`config.mk`:
```
export PLATFORM = sky130hd
export DESIGN_NAME = net_feeder
export DESIGN_NICKNAME = d
export VERILOG_FILES = /design/src/rtl/net_feeder.sv
export SDC_FILE = /design/constraint.sdc
export NUM_CORES = 1
export LEC_CHECK = 0
export CORE_ASPECT_RATIO = 0.6
export CORE_MARGIN = 3
export CORE_UTILIZATION = 31
export CTS_CLUSTER_DIAMETER = 30
export DETAILED_ROUTE_END_ITERATION = 16
export HOLD_SLACK_MARGIN = 0.08
export PLACE_DENSITY = 0.5
export RECOVER_POWER = 100
export SLEW_MARGIN = 25
export SYNTH_ARGS = -nofsm -noshare
export SYNTH_HDL_FRONTEND = slang
export SYNTH_SLANG_ARGS = --single-unit
```
`constraint.sdc`:
```
create_clock -name clk -period 1.9 [get_ports clk]
set_clock_uncertainty 0.05 [all_clocks]
set_input_delay 0.285 -clock clk [delete_from_list [all_inputs] [get_ports clk]]
set_output_delay 0.285 -clock clk [all_outputs]
set_load 0.05 [all_outputs]
```
`src/rtl/net_feeder.sv`:
```
`timescale 1ns/1ps
// Frame front-end for net_proc: clears its input memory, writes one pixel frame,
// starts the network and returns the class index on a valid/ready result port.
module net_feeder #(
   parameter int N_PIXELS   = 784,
   parameter int DATA_W     = 8,
   parameter int IDX_W      = 4,
   parameter int GAP_CYCLES = 0,
   parameter int AUTO_START = 1,
   parameter int TIMEOUT    = 2**20
) (
   input  logic              clk,
   input  logic              rst_n,
   input  logic              s_valid,
   output logic              s_ready,
   input  logic [DATA_W-1:0] s_data,
   input  logic              s_last,
   input  logic              start_req,
   output logic              busy,
   output logic              m_valid,
   input  logic              m_ready,
   output logic [IDX_W-1:0]  m_result,
   output logic              err_short,
   output logic              err_long,
   output logic              err_timeout,
   output logic              net_mem_rst,
   output logic              net_mem_we,
   output logic [DATA_W-1:0] net_mem_wdata,
   output logic              net_start,
   input  logic              net_done,
   input  logic [IDX_W-1:0]  net_result,
   output logic [2:0]        dbg_state
);
   // Handshake rule for both ports: a transfer happens on a rising clk edge
   // where valid and ready are both 1; valid/data hold until that edge.

   localparam int CNT_W = $clog2(N_PIXELS + 1);
   localparam int GAP_W = (GAP_CYCLES > 0) ? $clog2(GAP_CYCLES + 1) : 1;
   localparam int TMO_W = (TIMEOUT > 0) ? $clog2(TIMEOUT + 1) : 1;
   localparam logic [CNT_W-1:0] LAST_IDX = CNT_W'(N_PIXELS - 1);
   localparam logic [GAP_W-1:0] GAP_INIT = GAP_W'(GAP_CYCLES);
   localparam logic [TMO_W-1:0] TMO_VAL  = TMO_W'(TIMEOUT);

   typedef enum logic [2:0] {
      S_IDLE, S_CLEAR, S_LOAD, S_PAD, S_DRAIN, S_TRIG, S_START, S_RUN
   } state_t;

   state_t            state;
   logic [CNT_W-1:0]  cnt;
   logic [GAP_W-1:0]  gap;
   logic [TMO_W-1:0]  tcnt;
   logic              armed;

   assign dbg_state = state;

   always_ff @(posedge clk or negedge rst_n) begin
      if (!rst_n) begin
         state         <= S_IDLE;
         cnt           <= '0;
         gap           <= '0;
         tcnt          <= '0;
         armed         <= 1'b0;
         s_ready       <= 1'b0;
         busy          <= 1'b0;
         m_valid       <= 1'b0;
         m_result      <= '0;
         err_short     <= 1'b0;
         err_long      <= 1'b0;
         err_timeout   <= 1'b0;
         net_mem_rst   <= 1'b0;
         net_mem_we    <= 1'b0;
         net_mem_wdata <= '0;
         net_start     <= 1'b0;
      end else begin
         net_mem_rst <= 1'b0;
         net_mem_we  <= 1'b0;
         net_start   <= 1'b0;
         err_short   <= 1'b0;
         err_long    <= 1'b0;
         err_timeout <= 1'b0;
         // A manual start is re-armed only after start_req has been seen low.
         if (!start_req) armed <= 1'b1;
         if (m_valid && m_ready) m_valid <= 1'b0;

         case (state)
            S_IDLE: begin
               if (s_valid) begin
                  state       <= S_CLEAR;
                  net_mem_rst <= 1'b1;
                  busy        <= 1'b1;
               end
            end
            S_CLEAR: begin
               state   <= S_LOAD;
               s_ready <= 1'b1;
               cnt     <= '0;
               gap     <= '0;
            end
            S_LOAD: begin
               if (s_valid && s_ready) begin
                  net_mem_we    <= 1'b1;
                  net_mem_wdata <= s_data;
                  cnt           <= cnt + CNT_W'(1);
                  gap           <= GAP_INIT;
                  s_ready       <= (GAP_CYCLES == 0);
                  if (cnt == LAST_IDX) begin
                     if (s_last) begin
                        state   <= S_TRIG;
                        s_ready <= 1'b0;
                     end else begin
                        err_long <= 1'b1;
                        state    <= S_DRAIN;
                        s_ready  <= 1'b1;
                     end
                  end else if (s_last) begin
                     err_short <= 1'b1;
                     state     <= S_PAD;
                     s_ready   <= 1'b0;
                  end
               end else if (gap != '0) begin
                  gap     <= gap - GAP_W'(1);
                  s_ready <= (gap == GAP_W'(1));
               end
            end
            S_PAD: begin
               // Short frame: fill the rest of memory with zeros at pixel pace.
               if (gap != '0) begin
                  gap <= gap - GAP_W'(1);
               end else begin
                  net_mem_we    <= 1'b1;
                  net_mem_wdata <= '0;
                  cnt           <= cnt + CNT_W'(1);
                  gap           <= GAP_INIT;
                  if (cnt == LAST_IDX) state <= S_TRIG;
               end
            end
            S_DRAIN: begin
               if (s_valid && s_ready && s_last) begin
                  state   <= S_TRIG;
                  s_ready <= 1'b0;
               end
            end
            S_TRIG: begin
               if (!m_valid && ((AUTO_START != 0) || (start_req && armed))) begin
                  net_start <= 1'b1;
                  armed     <= 1'b0;
                  state     <= S_START;
               end
            end
            S_START: begin
               state <= S_RUN;
               tcnt  <= TMO_W'(1);
            end
            S_RUN: begin
               if (net_done) begin
                  m_result <= net_result;
                  m_valid  <= 1'b1;
                  busy     <= 1'b0;
                  state    <= S_IDLE;
               end else if (TIMEOUT != 0 && tcnt == TMO_VAL) begin
                  err_timeout <= 1'b1;
                  busy        <= 1'b0;
                  state       <= S_IDLE;
               end else begin
                  tcnt <= tcnt + TMO_W'(1);
               end
            end
            default: state <= S_IDLE;
         endcase
      end
   end

endmodule

```
Yosys cells after proc, flatten, opt, wreduce, memory -nomap -nowiden
Index checks and enable logic that the tools add are counted.
- bits in registers: 56
- input port bits: 19
- output and inout port bits: 24
- logic and storage cells: 107
- add/subtract/negate cells: 3
- equal/unequal tests: 20
- muxes and demuxes: 53
- reduce and logical (&&, ||, !) cells: 16
- operator list (kind ; number):
    2-to-1 mux 21 bit ; 2
    one-hot mux 21 bit (2 select lines) ; 1
    2-to-1 mux 3 bit ; 10
    one-hot mux 10 bit (3 select lines) ; 1
    2-to-1 mux 1 bit ; 29
    one-hot mux 3 bit (8 select lines) ; 1
    adder 21 x 1 -> 21 bit, second input constant ; 1
    == test 21 bit, second input constant ; 1
    2-to-1 mux 10 bit ; 2
    2-to-1 mux 8 bit ; 2
    != test 2 bit, second input constant ; 8
    one-hot mux 8 bit (2 select lines) ; 1
    AND reduction 3 bit ; 5
    == test 3 bit, second input constant ; 4
    adder 10 x 1 -> 10 bit, second input constant ; 1
    == test 10 bit, second input constant ; 1
    != test 3 bit, second input constant ; 3
    AND reduction 8 bit ; 1
    == test 3 x 2 -> 1 bit, second input constant ; 2
    one-hot mux 1 bit (3 select lines) ; 2
    nonzero test 2 bit ; 3
    nonzero test 3 bit ; 2
    one-hot mux 1 bit (2 select lines) ; 2
    == test 3 x 1 -> 1 bit, second input constant ; 1
    4 further kinds ; 6

Logic depth before layout (Yosys ltp)
- depth after elaboration: 4
- gate-level depth with buffers: 8
- depth with buffers taken out: 7

Least setup slack after synthesis
No wires, ideal clock.
- path kind: reg2reg
- start point: reg state[2], in the netlist dbg_state[2]
- end point: reg tcnt[17]
- data arrival time: 1.841 ns
- data required time: 1.768 ns
- path slack: -0.073 ns
- stages on the path, launching flop included: 8
- path buffers: 2
- cell sequence: dfrtp_1 buf_2 nand3_1 nor2_1 a21boi_2 buf_2 a41oi_1 a31oi_1
- cells in the longest elaborated chain, start to end: 3
- elaborated cells between the ends (all ways): 7
- RTL lines (what ; RTL line ; source):
    start: declaration ; 48 ; state_t state;
    start signal: assignment ; 58 ; state <= S_IDLE;
    start signal: assignment ; 88 ; state <= S_CLEAR;
    start signal: assignment ; 94 ; state <= S_LOAD;
    == test 3 bit ; 85 ; case (state)
    != test 2 bit (no source line) or nonzero test 2 bit (tied branches) ; -- ;
    AND reduction 3 bit (no source line) ; -- ;
    end signal: assignment ; 165 ; tcnt <= tcnt + TMO_W'(1);
    end: declaration ; 51 ; logic [TMO_W-1:0] tcnt;
Several ways; a longest one is shown, not always the timed one.
A chain may end at the register's enable or synchronous reset.

Worst setup path in the final report
- start point: reg tcnt[1]
- end point: reg tcnt[15]
- cells in the longest elaborated chain, start to end: 4
- elaborated cells between the ends (all ways): 7
- RTL lines (what ; RTL line ; source):
    adder 21 x 1 -> 21 bit ; 165 ;
    2-to-1 mux 21 bit ; 160 ; end else if (TIMEOUT != 0 && tcnt == TMO_VAL) begin
    2-to-1 mux 21 bit ; 155 ; if (net_done) begin
    one-hot mux 21 bit (2 select lines) ; 85 ;
Several ways; a longest one is shown, not always the timed one. The select of a mux whose other input is x is not followed.

==> metrics.cfg <==
[critical_path]
critPathMaxFanout = 5
reg2reg_depth = 8
cp-end-kind = flop
r2r_slack_ns = -0.02
path_buf_inv = 2
cp_cell_sequence = inv_2 > ha_4 > nor4b_4 > nand4b_1 > o31ai_4 > buf_6 > a21oi_1 > o21ai_1
cp_data_required_time_ns = 2.08
crit_type = flop to flop
critPathMaxStageDelay_ns = 0.40
r2r_end = tcnt[15]$_DFFE_PN0P_
critPathCapture = tcnt[15]$_DFFE_PN0P_
critical-path-top-delay-family = compound AO/OA/AOI/OAI gates
start_kind = flop
crit_cells = 8
cp_slowest_cell = dfrtp_1
critPathArrivalTime_ns = 2.10
crit_start = tcnt[1]$_DFFE_PN0P_
rr_startpoint = tcnt[1]$_DFFE_PN0P_

[synthesis]
yosys_register_bits = 55
synth_cell_types = 51
synth_area_leaders = dfrtp_1 48%, nor2_1 4.0%, nand2_1 3.6%
synth_top_area_cell = dfrtp_1
synth_seq_area_share_pct = 48.4
synth-edff-count = 0
netlist_area_um2 = 2840
syn_avg_cell_area_um2 = 9.70
synth.top_cell.area_share_pct = 48.4
async_reset_ff_share_pct = 100
netlist_instances = 293
ys_warn_count = 0
synth_fp_nets = 315
synthFlopType = dfrtp_1

[sta]
finalCritPeriodShare_pct = 101
hold_viol = 0
setup_ws_ns = -0.0154
relSlewSlack_pct = 29.5
worst_pin_slew_ns = 1.06
period_needed_ns = 1.92
maxSlewViolCount = 0
setup_violations = 6
hold_slack_ns = 0.455
max_freq_mhz = 522
rsz0062_at_grt = true

[clock_network]
cts_inserted_buffers = 5
cts_tree = done
clock_latency_ns = 0.30
path_clk_slew_ns = 0.07
clk_path_buf_depth = 2
cts_root_buf = clkbuf_16
htreeDepth = 2
clkSinkCount = 55

[run_status]
status = finished, violations left
failed_checks = setup timing

[cells_and_area]
drive_gt1_share_pct = 20.8
fillCellCount = 883
mostFrequentLayoutCells = 53 x dfrtp_1, 41 x buf_4, 30 x nor2_1, 30 x clkdlybuf4s50_1, 27 x nand2_1
final_common_cell = dfrtp_1
syn_to_final_growth_pct = 37.9
antennaDiodeCount = 0
final_nets = 401

[placed_design]
port_buffers = 41
dp_slack_ns = -0.249
place_congestion = 0.825
dpl.hpwl_um = 6030

[floorplan]
io_pins = 43
die_w_um = 130
core_um2 = 8720
rows = 26
start_util_pct = 32.6
die_h_um = 80.2
dieArea_um2 = 10400

[global_route]
antenna_found_initial = 0
grt_max_degree = 38
grtUsageTotal_pct = 16.7
grt_pass1_wl_um = 13400
gr-total-overflow = 0
grt_pass1_vias = 2549

[power_and_ir_drop]
power.density_nw_per_um2 = 789
leakage_nw = 1.69
vdd_drop_max_mv = 0.350

[run]
maxCapViolCount = 0

[detailed_routing]
routed_wl_um = 8100
vias_per_cell = 5.21
dr.first_iter.drc_count = 212
drc = 0
firstDrtPassIters = 4
vias = 2565
drtAntennaViolNets = 0
detail_route.wl_per_cell_um = 16.5

[hold_path]
hold_depth = 1
min_path_type = flop to flop

how the worst min path moves through the flow:
| stage | start | slack, ns | to |
|---|---|---|---|
| finish | cnt[0]$_DFFE_PN0P_ | 0.45 | cnt[0]$_DFFE_PN0P_ |
| global route | cnt[0]$_DFFE_PN0P_ | 0.48 | cnt[0]$_DFFE_PN0P_ |
| CTS | rst_n | 0.43 | tcnt[16]$_DFFE_PN0P_ |
| detailed placement | rst_n | 0.22 | net_mem_rst$_DFF_PN0_ |
| global placement | rst_n | 0.22 | err_short$_DFF_PN0_ |
| floorplan | rst_n | -0.06 | busy$_DFFE_PN0P_ |
layout make-up:
class | instances | area, um^2 | share of cell area (%)
Multi-Input combinational cell | 217 | 1430 | 36.5
Sequential cell | 55 | 1380 | 35.2
Timing Repair Buffer | 93 | 768 | 19.6
Tap cell | 112 | 140 | 3.58
Clock buffer | 6 | 139 | 3.54
Clock inverter | 2 | 35.0 | 0.894
Inverter | 7 | 26.3 | 0.670
power by group:
| part | switching [mW] | total [mW] | internal (mW) | leakage (nW) |
|---|---|---|---|---|
| combinational | 0.344 | 0.603 | 0.259 | 0.901 |
| sequential | 0.107 | 1.37 | 1.27 | 0.701 |
| clock | 0.456 | 1.11 | 0.657 | 0.0868 |
| total | 0.907 | 3.09 | 2.18 | 1.69 |
cells in the mapped netlist, types with 2 or more instances:
library cell,count
dfrtp_1,55
nor2_1,30
nand2_1,27
o21ai_0,18
nand3_1,15
a21oi_1,11
a31oi_1,11
nor4_1,10
mux2i_1,9
nand4_1,9
nor3_1,8
and3_1,7
inv_1,7
buf_2,6
xor2_1,6
clkbuf_1,5
mux2_2,4
o21ai_1,4
or3_1,4
a41oi_1,3
and4_1,3
ha_1,3
o22a_1,3
xnor2_1,3
a221o_1,2
buf_6,2
nand2b_1,2
nor3_4,2
o31ai_1,2
stage by stage:
stage	area [um^2]	util [%]	setup TNS [ns]	power (mW)	std cells
5_1_grt	3920	44.9	-2.36	3.25	492
3_3_place_gp	3700	42.4	-2.67	2.00	481
2_1_floorplan	2850	-	0	1.71	293
3_5_place_dp	3700	42.4	-3.05	2.00	481
4_1_cts	3940	45.2	0	3.14	491
6_report	3920	44.9	-0.0484	3.09	492
timing repair:
item | in CTS | in global routing
setup buffers | 1 | 1
hold buffers | 1 | 0
endpoints found under the setup margin | 21 | 22
endpoints found under the hold margin | 18 | 0
pin swaps | 5 | 9
resized for setup | 11 | 13
routing by layer:
metal  vias to the layer above  wire (um)  track usage [%]
li1                       1257          -                -
met1                      1236       4570             26.0
met2                        61       2900             21.2
met3                        11        516             5.25
met4                         0        108             5.19
met5                         -          0                0
logic make-up (layout without fill, tap and decap cells):
logic type / Yosys count / count (layout) / share of synthesized area, %
compound gates: 65 / 65 / 14.7
xor+xnor: 9 / 9 / 2.77
fa+ha+maj: 3 / 3 / 1.32
buf+inv: 21 / 108 / 3.70
flops: 55 / 55 / 48.4
mux: 13 / 13 / 4.75
simple gates: 127 / 127 / 24.3
worst reg2reg max path, stage by stage (launching register included):
cell	delay [ns]
dfrtp_1	0.40
inv_2	0.08
ha_4	0.12
nor4b_4	0.21
nand4b_1	0.25
o31ai_4	0.40
buf_6	0.17
a21oi_1	0.04
o21ai_1	0.12
state kept, by name (all words and copies together) (netlist names):
name	count
cnt	10
m_result	4
tcnt	21
err_long	1
m_valid	1
s_ready	1
net_start	1
net_mem_rst	1
net_mem_wdata	8
busy	1
err_short	1
net_mem_we	1
err_timeout	1
dbg_state	3
Note: power is estimated with default switching activity, not from simulation.
